==> src/rtl/backoff_pkg.sv <==
// Shared definitions for the backoff controller: FSM encodings, LFSR taps,
// contention-window clamp and the draw mask helper.
package backoff_pkg;

  typedef enum logic [2:0] {
    ST_IDLE      = 3'd0,
    ST_IFS       = 3'd1,
    ST_BACKOFF   = 3'd2,
    ST_GRANT     = 3'd3,
    ST_WAIT_DONE = 3'd4
  } state_t;

  // Right-shift Fibonacci form of x^16+x^14+x^13+x^11+1: feedback is the
  // XOR of bits 0, 2, 3 and 5, shifted in at bit 15.
  localparam logic [15:0] LFSR_TAPS = 16'h002D;

  localparam int unsigned DRAW_W     = 10;
  localparam logic [3:0]  CW_EXP_MAX = 4'd10;

  function automatic logic [15:0] lfsr_step(input logic [15:0] v);
    return {^(v & LFSR_TAPS), v[15:1]};
  endfunction

  // CW = 2^e - 1 with e clamped, expressed as a DRAW_W-bit mask.
  function automatic logic [DRAW_W-1:0] cw_mask(input logic [3:0] e);
    logic [3:0]        ec;
    logic [DRAW_W-1:0] m;
    ec = (e > CW_EXP_MAX) ? CW_EXP_MAX : e;
    m  = '0;
    for (int i = 0; i < DRAW_W; i++) begin
      m[i] = (i < int'(ec));
    end
    return m;
  endfunction

endpackage

==> src/rtl/backoff_lfsr.sv <==
// Free-running 16-bit Fibonacci LFSR; advances every cycle out of reset and
// exposes its low OUT_W bits as the random draw source.
module backoff_lfsr
  import backoff_pkg::*;
#(
  parameter logic [15:0] SEED  = 16'hACE1,
  parameter int unsigned OUT_W = DRAW_W
) (
  input  logic             clk,
  input  logic             rstn,
  output logic [OUT_W-1:0] value
);

  // An all-zero state would lock the register up, so a zero seed becomes 1.
  localparam logic [15:0] SEED_NZ = (SEED == 16'h0000) ? 16'h0001 : SEED;

  logic [15:0] lfsr_q;

  // NOTE: clocked state is written with <= so every register samples the
  // pre-edge values, independent of statement order.
  always_ff @(posedge clk or negedge rstn) begin
    if (!rstn) begin
      lfsr_q <= SEED_NZ;
    end else begin
      lfsr_q <= lfsr_step(lfsr_q);
    end
  end

  assign value = lfsr_q[OUT_W-1:0];

endmodule

==> src/rtl/backoff_ctl.sv <==
// Channel-access backoff controller: waits an idle IFS, counts down a random
// number of idle slots (freezing on a busy channel), then pulses tx_grant.
module backoff_ctl
  import backoff_pkg::*;
#(
  parameter int unsigned CNT_W      = 12,
  parameter int unsigned SLOT_CNT_W = 10,
  parameter logic [15:0] LFSR_SEED  = 16'hACE1
) (
  input  logic                  clk,
  input  logic                  rstn,
  input  logic                  ch_idle,
  input  logic                  tx_req,
  input  logic                  tx_done,
  input  logic                  abort,
  input  logic [CNT_W-1:0]      ifs_time,
  input  logic [CNT_W-1:0]      slot_time,
  input  logic [3:0]            cw_exp,
  output logic                  tx_grant,
  output logic                  busy,
  output logic [SLOT_CNT_W-1:0] slots_left,
  output logic [2:0]            state
);

  state_t                state_q, state_d;
  logic [CNT_W-1:0]      cnt_q, cnt_d;
  logic [SLOT_CNT_W-1:0] slots_q, slots_d;
  logic                  grant_q, grant_d;
  logic                  busy_q, busy_d;

  logic [DRAW_W-1:0]     rnd;
  logic [DRAW_W-1:0]     draw;
  logic [CNT_W-1:0]      cnt_inc;
  logic [CNT_W-1:0]      ifs_lim;
  logic [CNT_W-1:0]      slot_lim;

  backoff_lfsr #(
    .SEED  (LFSR_SEED),
    .OUT_W (DRAW_W)
  ) u_lfsr (
    .clk   (clk),
    .rstn  (rstn),
    .value (rnd)
  );

  // Timing inputs are sampled at the cycle they are compared, so a change
  // mid-attempt applies from the next comparison onward.
  assign draw     = rnd & cw_mask(cw_exp);
  assign cnt_inc  = (&cnt_q) ? cnt_q : cnt_q + CNT_W'(1);
  assign ifs_lim  = (ifs_time  == '0) ? CNT_W'(1) : ifs_time;
  assign slot_lim = (slot_time == '0) ? CNT_W'(1) : slot_time;

  // NOTE: every signal driven here gets a default first, so no path through
  // the case leaves a value unassigned and no latch is inferred.
  always_comb begin
    state_d = state_q;
    cnt_d   = cnt_q;
    slots_d = slots_q;

    case (state_q)
      ST_IDLE: begin
        if (tx_req) begin
          slots_d = SLOT_CNT_W'(draw);
          cnt_d   = '0;
          state_d = ST_IFS;
        end
      end

      ST_IFS: begin
        if (!ch_idle) begin
          cnt_d = '0;
        end else if (cnt_inc >= ifs_lim) begin
          cnt_d   = '0;
          state_d = (slots_q == '0) ? ST_GRANT : ST_BACKOFF;
        end else begin
          cnt_d = cnt_inc;
        end
      end

      ST_BACKOFF: begin
        if (!ch_idle) begin
          // A partially elapsed slot is forfeited; slots_left is frozen.
          cnt_d   = '0;
          state_d = ST_IFS;
        end else if (cnt_inc >= slot_lim) begin
          cnt_d   = '0;
          slots_d = slots_q - SLOT_CNT_W'(1);
          if (slots_q == SLOT_CNT_W'(1)) begin
            state_d = ST_GRANT;
          end
        end else begin
          cnt_d = cnt_inc;
        end
      end

      ST_GRANT: begin
        state_d = ST_WAIT_DONE;
      end

      ST_WAIT_DONE: begin
        if (tx_done) begin
          state_d = ST_IDLE;
        end
      end

      default: begin
        state_d = ST_IDLE;
        cnt_d   = '0;
        slots_d = '0;
      end
    endcase

    // Abort wins over tx_done and over any counter expiry in the same cycle.
    if (abort && (state_q != ST_IDLE)) begin
      state_d = ST_IDLE;
      cnt_d   = '0;
      slots_d = '0;
    end
  end

  // Outputs are registered copies of the next state, aligned with state_q.
  assign grant_d = (state_d == ST_GRANT);
  assign busy_d  = (state_d != ST_IDLE);

  always_ff @(posedge clk or negedge rstn) begin
    if (!rstn) begin
      state_q <= ST_IDLE;
      cnt_q   <= '0;
      slots_q <= '0;
      grant_q <= 1'b0;
      busy_q  <= 1'b0;
    end else begin
      state_q <= state_d;
      cnt_q   <= cnt_d;
      slots_q <= slots_d;
      grant_q <= grant_d;
      busy_q  <= busy_d;
    end
  end

  assign tx_grant   = grant_q;
  assign busy       = busy_q;
  assign slots_left = slots_q;
  assign state      = state_q;

endmodule

==> config.mk <==
export PLATFORM = sky130hd
export DESIGN_NAME = backoff_ctl
export DESIGN_NICKNAME = d
export VERILOG_FILES = /design/src/rtl/backoff_pkg.sv /design/src/rtl/backoff_lfsr.sv /design/src/rtl/backoff_ctl.sv
export SDC_FILE = /design/constraint.sdc
export NUM_CORES = 1
export LEC_CHECK = 0
export ABC_AREA = 1
export BUFFER_PORTS_ARGS = -buffer_cell sky130_fd_sc_hd__buf_2
export CORE_MARGIN = 2
export CORE_UTILIZATION = 52
export CTS_CLUSTER_DIAMETER = 30
export DETAILED_ROUTE_END_ITERATION = 8
export GPL_ROUTABILITY_DRIVEN = 0
export PLACE_DENSITY_LB_ADDON = 0.15
export RECOVER_POWER = 100
export REMOVE_ABC_BUFFERS = 1
export SYNTH_ARGS = -nofsm -noshare
export SYNTH_HDL_FRONTEND = slang
export SYNTH_SLANG_ARGS = --single-unit
==> constraint.sdc <==
create_clock -name clk -period 2.85 [get_ports clk]
set_clock_uncertainty 0.1 [all_clocks]
set_input_delay 0.4275 -clock clk [delete_from_list [all_inputs] [get_ports clk]]
set_output_delay 0.4275 -clock clk [all_outputs]
set_load 0.05 [all_outputs]
# Word-level counts from Yosys, hierarchy flattened
# Cells that the tools add are included.
# totals
regBits,43
in_bits,34
elab_cells,72
# classes
addsub,2
order_cmp,13
eq_ne,11
n_mux,26
bitwise_logic,1
n_reduce_logical,13
# op_table
cell,n
12-bit 2-to-1 mux,9
12-bit case mux with 4 select lines,1
10-bit 2-to-1 mux,4
10-bit case mux with 3 select lines,1
12-bit greater-or-equal comparator,2
12-bit logical NOT,2
3-bit 2-to-1 mux,8
3-bit by 4-bit < comparator with 1-bit output (first input constant),4
16-bit XOR reduction,1
3-bit case mux with 5 select lines,1
12-bit by 1-bit adder with 12-bit output (second input constant),1
12-bit AND reduction,1
10-bit bitwise AND,1
10-bit by 1-bit == test with 1-bit output (second input constant),1
10-bit logical NOT,1
10-bit by 1-bit subtractor with 10-bit output (second input constant),1
3-bit by 2-bit == test with 1-bit output (second input constant),3
3-bit inequality test (second input constant),3
1-bit by 4-bit < comparator with 1-bit output (first input constant),2
2-bit by 4-bit < comparator with 1-bit output (first input constant),2
4-bit < comparator (first input constant),2
3-bit nonzero test,2
4-bit greater-than comparator (second input constant),1
4-bit 2-to-1 mux,1
10 further kinds,11

# Longest topological paths before layout
# Gate-level depths: netlist (run 1).
# logic_depth
depth_word,8
ltp_mapped,24
ltp_nobuf,23

# Hierarchy
# A second synthesis (run 1) with hierarchy kept.
# hier_totals
hier_cells,489
area_unflattened_um2,3383.2
# by_module_without_submodules
module,instances,cells_each,area_per_inst_um2
backoff_ctl,1,446,2826.5
backoff_lfsr,1,43,556.8

# Least setup slack after synthesis (run 1)
# No wires, ideal clock.
# synth_path
path_kind,register -> register
start,register cnt_q[0]
end,register cnt_q[1]
t_arrival_ns,2.593
t_required_ns,2.684
path_slack_ns,0.091
stages_incl_launch_ff,22
n_path_buf,2
period_less_slack_ns,2.759
cell_sequence,dfrtp_1 -> ha_1 -> inv_1 -> nor2_4 -> nand3_2 -> buf_6 -> xnor2_1 -> ha_1 -> o21ai_0 -> nand2_1 -> nand2_1 -> nand2_1 -> nand2_1 -> nand2_1 -> nand2_1 -> nor2_1 -> nand2_1 -> nand3_2 -> o22ai_2 -> buf_6 -> nand3_1 -> nand2_1
# synth_via
elab_chain_cells,7
elab_cells_between_ends,11
classes_between,add/sub: 1; order compare: 2; mux: 7; reduce/logical: 1
# synth_rtl
element,line,source
start: declaration,backoff_ctl.sv:26,"logic [CNT_W-1:0] cnt_q, cnt_d;"
start signal: assignment,backoff_ctl.sv:134,cnt_q <= cnt_d;
12-bit by 1-bit adder with 12-bit output / 12-bit AND reduction (equally long branches),backoff_ctl.sv:49,assign cnt_inc = (&cnt_q) ? cnt_q : cnt_q + CNT_W'(1);
12-bit 2-to-1 mux *,backoff_ctl.sv:49,
12-bit greater-or-equal comparator (on tied branches),"backoff_ctl.sv:85, backoff_ctl.sv:72",
12-bit 2-to-1 mux (on tied branches),"backoff_ctl.sv:85, backoff_ctl.sv:72",
12-bit 2-to-1 mux (on tied branches),"backoff_ctl.sv:81, backoff_ctl.sv:70",
12-bit case mux with 4 select lines *,backoff_ctl.sv:60,case (state_q)
12-bit 2-to-1 mux *,backoff_ctl.sv:114,if (abort && (state_q != ST_IDLE)) begin
# Every way passes the cells marked *; elsewhere a longest branch is shown, timed or not.
# A chain may end at the register's enable or synchronous reset.

# Final worst setup path (run 1)
# layout_path
start,register cnt_q[0]
end,register cnt_q[4]
# The elaborated chain is that of the path after synthesis.

==> results of run 1 <==
## registers in the layout, indices dropped and copies added, names as in the netlist
name           flops
tx_grant           1
busy               1
u_lfsr.lfsr_q     16
cnt_q             12
slots_left        10
state              3
## stage by stage
step | setup slack (ns) | util (%) | area, um^2
final | 0.02301 | 70.24 | 4134
after global routing | -0.1759 | 70.24 | 4134
after CTS | 0.003584 | 67.54 | 3975
after detailed placement | -0.2020 | 62.84 | 3699
after global placement | -0.09366 | 62.84 | 3699
after floorplan | -0.1860 | - | 3089
## final timing paths
kind	slack, ns	end	cells after the start
worst max register to register	0.02	cnt_q[4]	18
worst min-delay path	0.26	u_lfsr.lfsr_q[10]	0
min in group asynchronous	0.66	cnt_q[10]	1
max in group asynchronous	0.73	cnt_q[3]	1
worst min register to register	0.26	u_lfsr.lfsr_q[10]	0
worst max-delay path	0.02	cnt_q[4]	18
## cell type report
class | count | area [um^2] | area share, %
repair buffers | 93 | 633.1 | 15.31
flip-flops and latches | 43 | 1086 | 26.27
inverters | 79 | 296.5 | 7.173
clock inverters | 2 | 16.27 | 0.3935
well taps | 75 | 93.84 | 2.270
multi-input cells | 293 | 1926 | 46.58
clock buffers | 6 | 82.58 | 1.998
## synthesized netlist by cell type, types with 2 or more instances
library cell and instances:
nor3_1 7, nor2_2 4, nor2_1 29, nor4_1 4
o21ai_2 10, nand4_1 4, nand2_2 7, inv_1 79
nand3b_1 3, ha_1 23, xnor2_1 6, buf_6 4
clkbuf_1 2, nand3_2 12, nor2_4 2, a41o_1 2
o21ai_0 17, dfstp_2 8, a31oi_1 3, a21o_1 2
dfrtp_1 35, nand2_1 98, o21bai_1 3, xor2_1 3
nand3_1 32, a21oi_1 14
## per-layer routing
layer | vias up | global-route usage (%) | share of wire [%]
met3 | 9 | 3.297 | 4.6
met5 | - | 0 | 0
met1 | 1428 | 34.03 | 46
li1 | 1544 | - | -
met2 | 92 | 39.67 | 48
met4 | 0 | 5.667 | 0.89
## power groups by stage
stage / Sequential [mW] / Combinational, mW / Clock (mW)
2_1_floorplan: 0.712 / 0.302 / 0
6_report: 0.647 / 0.875 / 0.418
3_5_place_dp: 0.662 / 0.583 / 0
3_3_place_gp: 0.660 / 0.573 / 0
5_1_grt: 0.651 / 0.937 / 0.445
4_1_cts: 0.647 / 0.712 / 0.426
## logic make-up after synthesis
family | count (synthesis) | synth area share (%)
AO/OA/AOI/OAI | 56 | 11.88
XOR/XNOR | 9 | 2.503
adder cells (fa/ha/maj) | 23 | 9.138
buffers and inverters | 86 | 11.32
flip-flops | 43 | 34.49
multiplexers | 1 | 0.3179
AND/OR/NAND/NOR | 202 | 30.35
## repair_timing
item | 4_1_cts | 5_1_grt
cloned | 2 | 2
endpoints found under the setup margin | 22 | 26
pin swaps | 18 | 28
resized for setup | 21 | 23
buffers inserted | 5 | 3
==> results.ini, run 1 <==
[run_status]
status=finished with violations
failed_checks=max-capacitance violations, max-slew violations

[setup_path]
path_max_fanout=6
slowest_delay_ns=0.39
end_kind=flip-flop
start_kind=flip-flop
critical-path-slowest-cell=dfrtp_1
reg2reg_from=cnt_q[0]
crit_chain=ha_2, inv_2, nor2_4, nand3_4, buf_6, nand3_2, xnor2_2, buf_4, ha_1, a21o_1, nand4_1, nand2_1, nand2_1, nand3_2, o22ai_4, clkbuf_16, nand3_2, nand2_1
path_buf_inv=4
crit_path_start=cnt_q[0]
critPathTopFamily=simple AND/OR/NAND/NOR gates
path_class=reg -> reg
critical_path_arrival_ns=2.96
critPathRequiredTime_ns=2.99

[power_and_ir_drop]
power_mw=1.941
power_frac_comb_pct=45.1
leakage_nw=2.197
power.density_nw_per_um2=469.4
internal-power_mw=1.192
seq_power_share_pct=33.3
p_clk_share_pct=21.6
switching_share_pct=38.56
peakVddDrop_v=0.0003931
p_sw_uw=748.3

[floorplanning]
die_area_um2=6695
die_x_um=81.82
rows=28
die_h_um=81.82
start_util_pct=53.51
ios=49
coreArea_um2=5886

[clock_network]
clock_latency_ns=0.30
root_buffer=clkbuf_8
cts.sinks=43
tritoncts=done
cts_made_buffers=5
hold_buffers=0
clk_path_buf_depth=2
cts_max_level=2
clkSlewWorstSetupHoldPaths_ns=0.08

[global_routing]
grt_overflow_total=0
grt_usage_pct=24.24
antenna_found_initial=0
grt_pass1_vias=2761
grt_pass1_wl_um=12410
grt_max_degree=44

[sta]
hold_viol=0
rsz0062_at_grt=true
fin_crit_sh_pct=99.19
setup_violations=0
worst_slew_pin_slew_ns=2.190
relSlewSlack_pct=-45.99
whs_ns=0.2606
finalCriticalPeriod_ns=2.827
slew_viol_final=44
timing.fmax_mhz=353.7
tns_ns=0

[cells_and_area]
mostFrequentLayoutCells=95 x nand2_1, 78 x inv_1, 37 x buf_4
finalNonFillerCells=591
nNetsFinal=572
final_common_cell=nand2_1
areaGrowthSynthToFinish_pct=31.27
n_fill_cell=500
drive_above_1_share_pct=30.43
antennaDiodeCount=0

[routing]
ant_nets=0
num_vias=3073
wl_um=7863
drc_errors=0
wire_per_inst_um=13.30
vias_per_cell=5.200
drt-pass1-iter-count=5
drt_iter0_drc=207

[place]
numPortBuffers=48
dp_cells=571
dp_hpwl_um=5664

[worst_hold_path]
min_from=u_lfsr.lfsr_q[11]
worstHoldPathType=reg -> reg

[synth]
ys_ff_latch=43
ys_types=33
yosysTopAreaCellShare_pct=27.81
seq_area_frac_synth_pct=34.49
syn_avg_cell_area_um2=7.498
synth_top_cell_by_area=dfrtp_1
synth_edf_count=0
ys_warn_count=0
syn-instance-count=420
async_flop_share_pct=100.0
ys.flop_type=dfrtp_1
synth_area_leaders=dfrtp_1 28%, nand2_1 12%, inv_1 9.4%
syn_area_um2=3149

[flow_run]
maxCapViolCount=1

No activity file was read; power rests on OpenSTA's default activity.
==> run 2, diff against run 1 <==
--- a/config.mk
+++ b/config.mk
@@ -9,9 +9,10 @@
 export BUFFER_PORTS_ARGS = -buffer_cell sky130_fd_sc_hd__buf_2
 export CORE_MARGIN = 2
 export CORE_UTILIZATION = 52
-export CTS_CLUSTER_DIAMETER = 30
+export CTS_CLUSTER_DIAMETER = 50
 export DETAILED_ROUTE_END_ITERATION = 8
 export GPL_ROUTABILITY_DRIVEN = 0
+export GPL_TIMING_DRIVEN = 0
 export PLACE_DENSITY_LB_ADDON = 0.15
 export RECOVER_POWER = 100
 export REMOVE_ABC_BUFFERS = 1
==> run 2 against run 1 <==
The flow finishes with violations (negative setup slack). Sequential cell count is the same. Routed wire length up 3.9%. Power decreased by 0.37%. Combinational power down 13%. Maximum frequency shrank 2.1%. Critical path type unchanged. First-iteration DRC count is 10% higher. Via count down 1.5%. Register-to-register slack worse by 0.06 ns. Critical path depth increased by 3. Worst setup slack worse by 0.062 ns. Worst hold slack worse by 0.092 ns. Utilization shrank 1.4 points.
==> results.ini, run 2 (synthesis results as in run 1) <==
[floorplanning]
die_h_um=81.82  ; unchanged
coreArea_um2=5886  ; unchanged
ios=49  ; unchanged
rows=28  ; unchanged
start_util_pct=53.51  ; unchanged
die_area_um2=6695  ; unchanged
die_x_um=81.82  ; unchanged

[clock_network]
clock_latency_ns=0.30  ; about the same
hold_buffers=0  ; unchanged
cts.sinks=43  ; unchanged
cts_max_level=2  ; unchanged
cts_made_buffers=5  ; unchanged
clk_path_buf_depth=2  ; unchanged
clkSlewWorstSetupHoldPaths_ns=0.09  ; about the same
tritoncts=done
root_buffer=clkbuf_8

[setup_path]
path_max_fanout=6  ; unchanged
crit_chain=ha_4, inv_2, nor2_4, nand3_4, buf_12, xnor2_4, ha_4, o21ai_2, nand2_1, nand2_1, nand2_1, nand2_1, nand2_1, nand2_1, nor2_1, nand2_1, nand3_4, o22ai_4, buf_6, nand3b_1, nand2_1
critical-path-slowest-cell=dfrtp_1
reg2reg_slack_ns=-0.04  ; -0.06 ns
end_kind=flip-flop
slowest_delay_ns=0.41  ; +0.02 ns
critical_path_arrival_ns=3.03  ; +0.07 ns
start_kind=flip-flop
path_class=reg -> reg
cp_common_cell=nand2_1
critPathRequiredTime_ns=2.99  ; about the same

[sta]
fin_crit_sh_pct=101.4  ; +2.2 points
slew_viol_final=0  ; -100%
rsz0062_at_grt=true
timing.fmax_mhz=346.1  ; -2.1%
worst_slew_pin_slew_ns=0.9638  ; -1.226 ns
relSlewSlack_pct=35.74  ; +82 points
setup_violations=19  ; +19
hold_viol=0  ; unchanged
tns_ns=-0.3445  ; -0.3445 ns
finalCriticalPeriod_ns=2.889  ; +0.06199 ns
whs_ns=0.1682  ; -0.09242 ns
fin_ws_ns=-0.03897  ; -0.06199 ns

[routing]
drt-pass1-iter-count=6  ; +1
wl_um=8168  ; +3.9%
vias_per_cell=5.275  ; +1.5%
num_vias=3028  ; -1.5%
ant_nets=0  ; unchanged
drc_errors=0  ; unchanged
wire_per_inst_um=14.23  ; +7.0%
drt_iter0_drc=228  ; +10%

[global_routing]
grt_max_degree=44  ; unchanged
grt_usage_pct=25.46  ; +1.2 points
antenna_found_initial=0  ; unchanged
grt_pass1_wl_um=13050  ; +5.2%
grt_overflow_total=0  ; unchanged
grt_pass1_vias=2868  ; +3.9%

[cells_and_area]
finalNonFillerCells=574  ; -2.9%
final_util_pct=68.86  ; -1.4 points
drive_above_1_share_pct=34.07  ; +3.6 points
largest_reg_flops=16  ; unchanged
nNetsFinal=555  ; -3.0%
fin_area_um2=4053  ; -2.0%
final_common_cell=nand2_1
regMostFlops=u_lfsr.lfsr_q
areaGrowthSynthToFinish_pct=28.69
mostFrequentLayoutCells=91 x nand2_1, 75 x inv_1, 48 x buf_2
antennaDiodeCount=0  ; unchanged

[power_and_ir_drop]
peakVddDrop_v=0.0004462  ; +13%
switching_share_pct=38.11  ; -0.45 points
internal-power_mw=1.197  ; +0.36%
power.density_nw_per_um2=477.1  ; +1.6%
p_sw_uw=736.8  ; -1.5%
leakage_nw=2.157  ; -1.8%
power_frac_comb_pct=39.6  ; -5.5 points
p_clk_share_pct=26.7  ; +5.1 points
seq_power_share_pct=33.7  ; +0.4 points
power_mw=1.933  ; -0.37%

[run_status]
failed_checks=negative setup slack
status=finished with violations

[worst_hold_path]
worstHoldPathType=in -> async

[place]
numPortBuffers=48  ; unchanged
dp_hpwl_um=5501  ; -2.9%
dp_cells=536  ; -6.1%
detailedPlace.worstSlack_ns=-0.7122  ; -0.5102 ns
placed_cell_area_um2=3423  ; -7.4%

[flow_run]
maxCapViolCount=0  ; -1

run 2: worst paths after layout:
path	startpoint	endpoint	cells after the start
worst max register to register	cnt_q[1]	cnt_q[10]	21
worst min-delay path	rstn	cnt_q[9]	1
max in group asynchronous	rstn	cnt_q[2]	1
worst max-delay path	cnt_q[1]	cnt_q[10]	21
worst min register to register	u_lfsr.lfsr_q[11]	u_lfsr.lfsr_q[10]	0
min in group clk	u_lfsr.lfsr_q[11]	u_lfsr.lfsr_q[10]	0
run 2: critical path, delay by kind of cell, from the launching register on:
kind,cells,cell delay [ns]
flip-flops,1,0.41
AO/OA/AOI/OAI,2,0.32
buffers and inverters,3,0.37
XOR/XNOR,1,0.20
adder cells (fa/ha/maj),2,0.38
AND/OR/NAND/NOR,13,1.06
run 2: what timing repair did:
| item | 4_1_cts | 5_1_grt |
|---|---|---|
| endpoints found under the setup margin | 26 | 26 |
| resized for setup | 22 | 35 |
| pin swaps | 10 | 38 |
| buffers inserted | 13 | 16 |
| gates cloned | 2 | 0 |
run 2: area by class of cell:
class / instances / area [um^2]
fillers: 471 / 1833
well taps: 75 / 93.84
multi-input cells: 293 / 1971
repair buffers: 76 / 481.7
clock inverters: 2 / 38.79
flip-flops and latches: 43 / 1089
clock buffers: 6 / 82.58
inverters: 79 / 296.5
run 2: routing by layer:
layer	track usage (%)	routed length [um]
met5	0	0
met1	34.63	3586
met4	8.333	121
met3	4.505	441
met2	41.06	4018
run 2: power groups by stage:
stage / registers, mW / clock network (mW) / logic, mW
5_1_grt: 0.656 / 0.553 / 0.839
6_report: 0.652 / 0.516 / 0.765
3_3_place_gp: 0.661 / 0 / 0.490
3_5_place_dp: 0.664 / 0 / 0.502
4_1_cts: 0.651 / 0.526 / 0.655
2_1_floorplan: 0.712 / 0 / 0.302
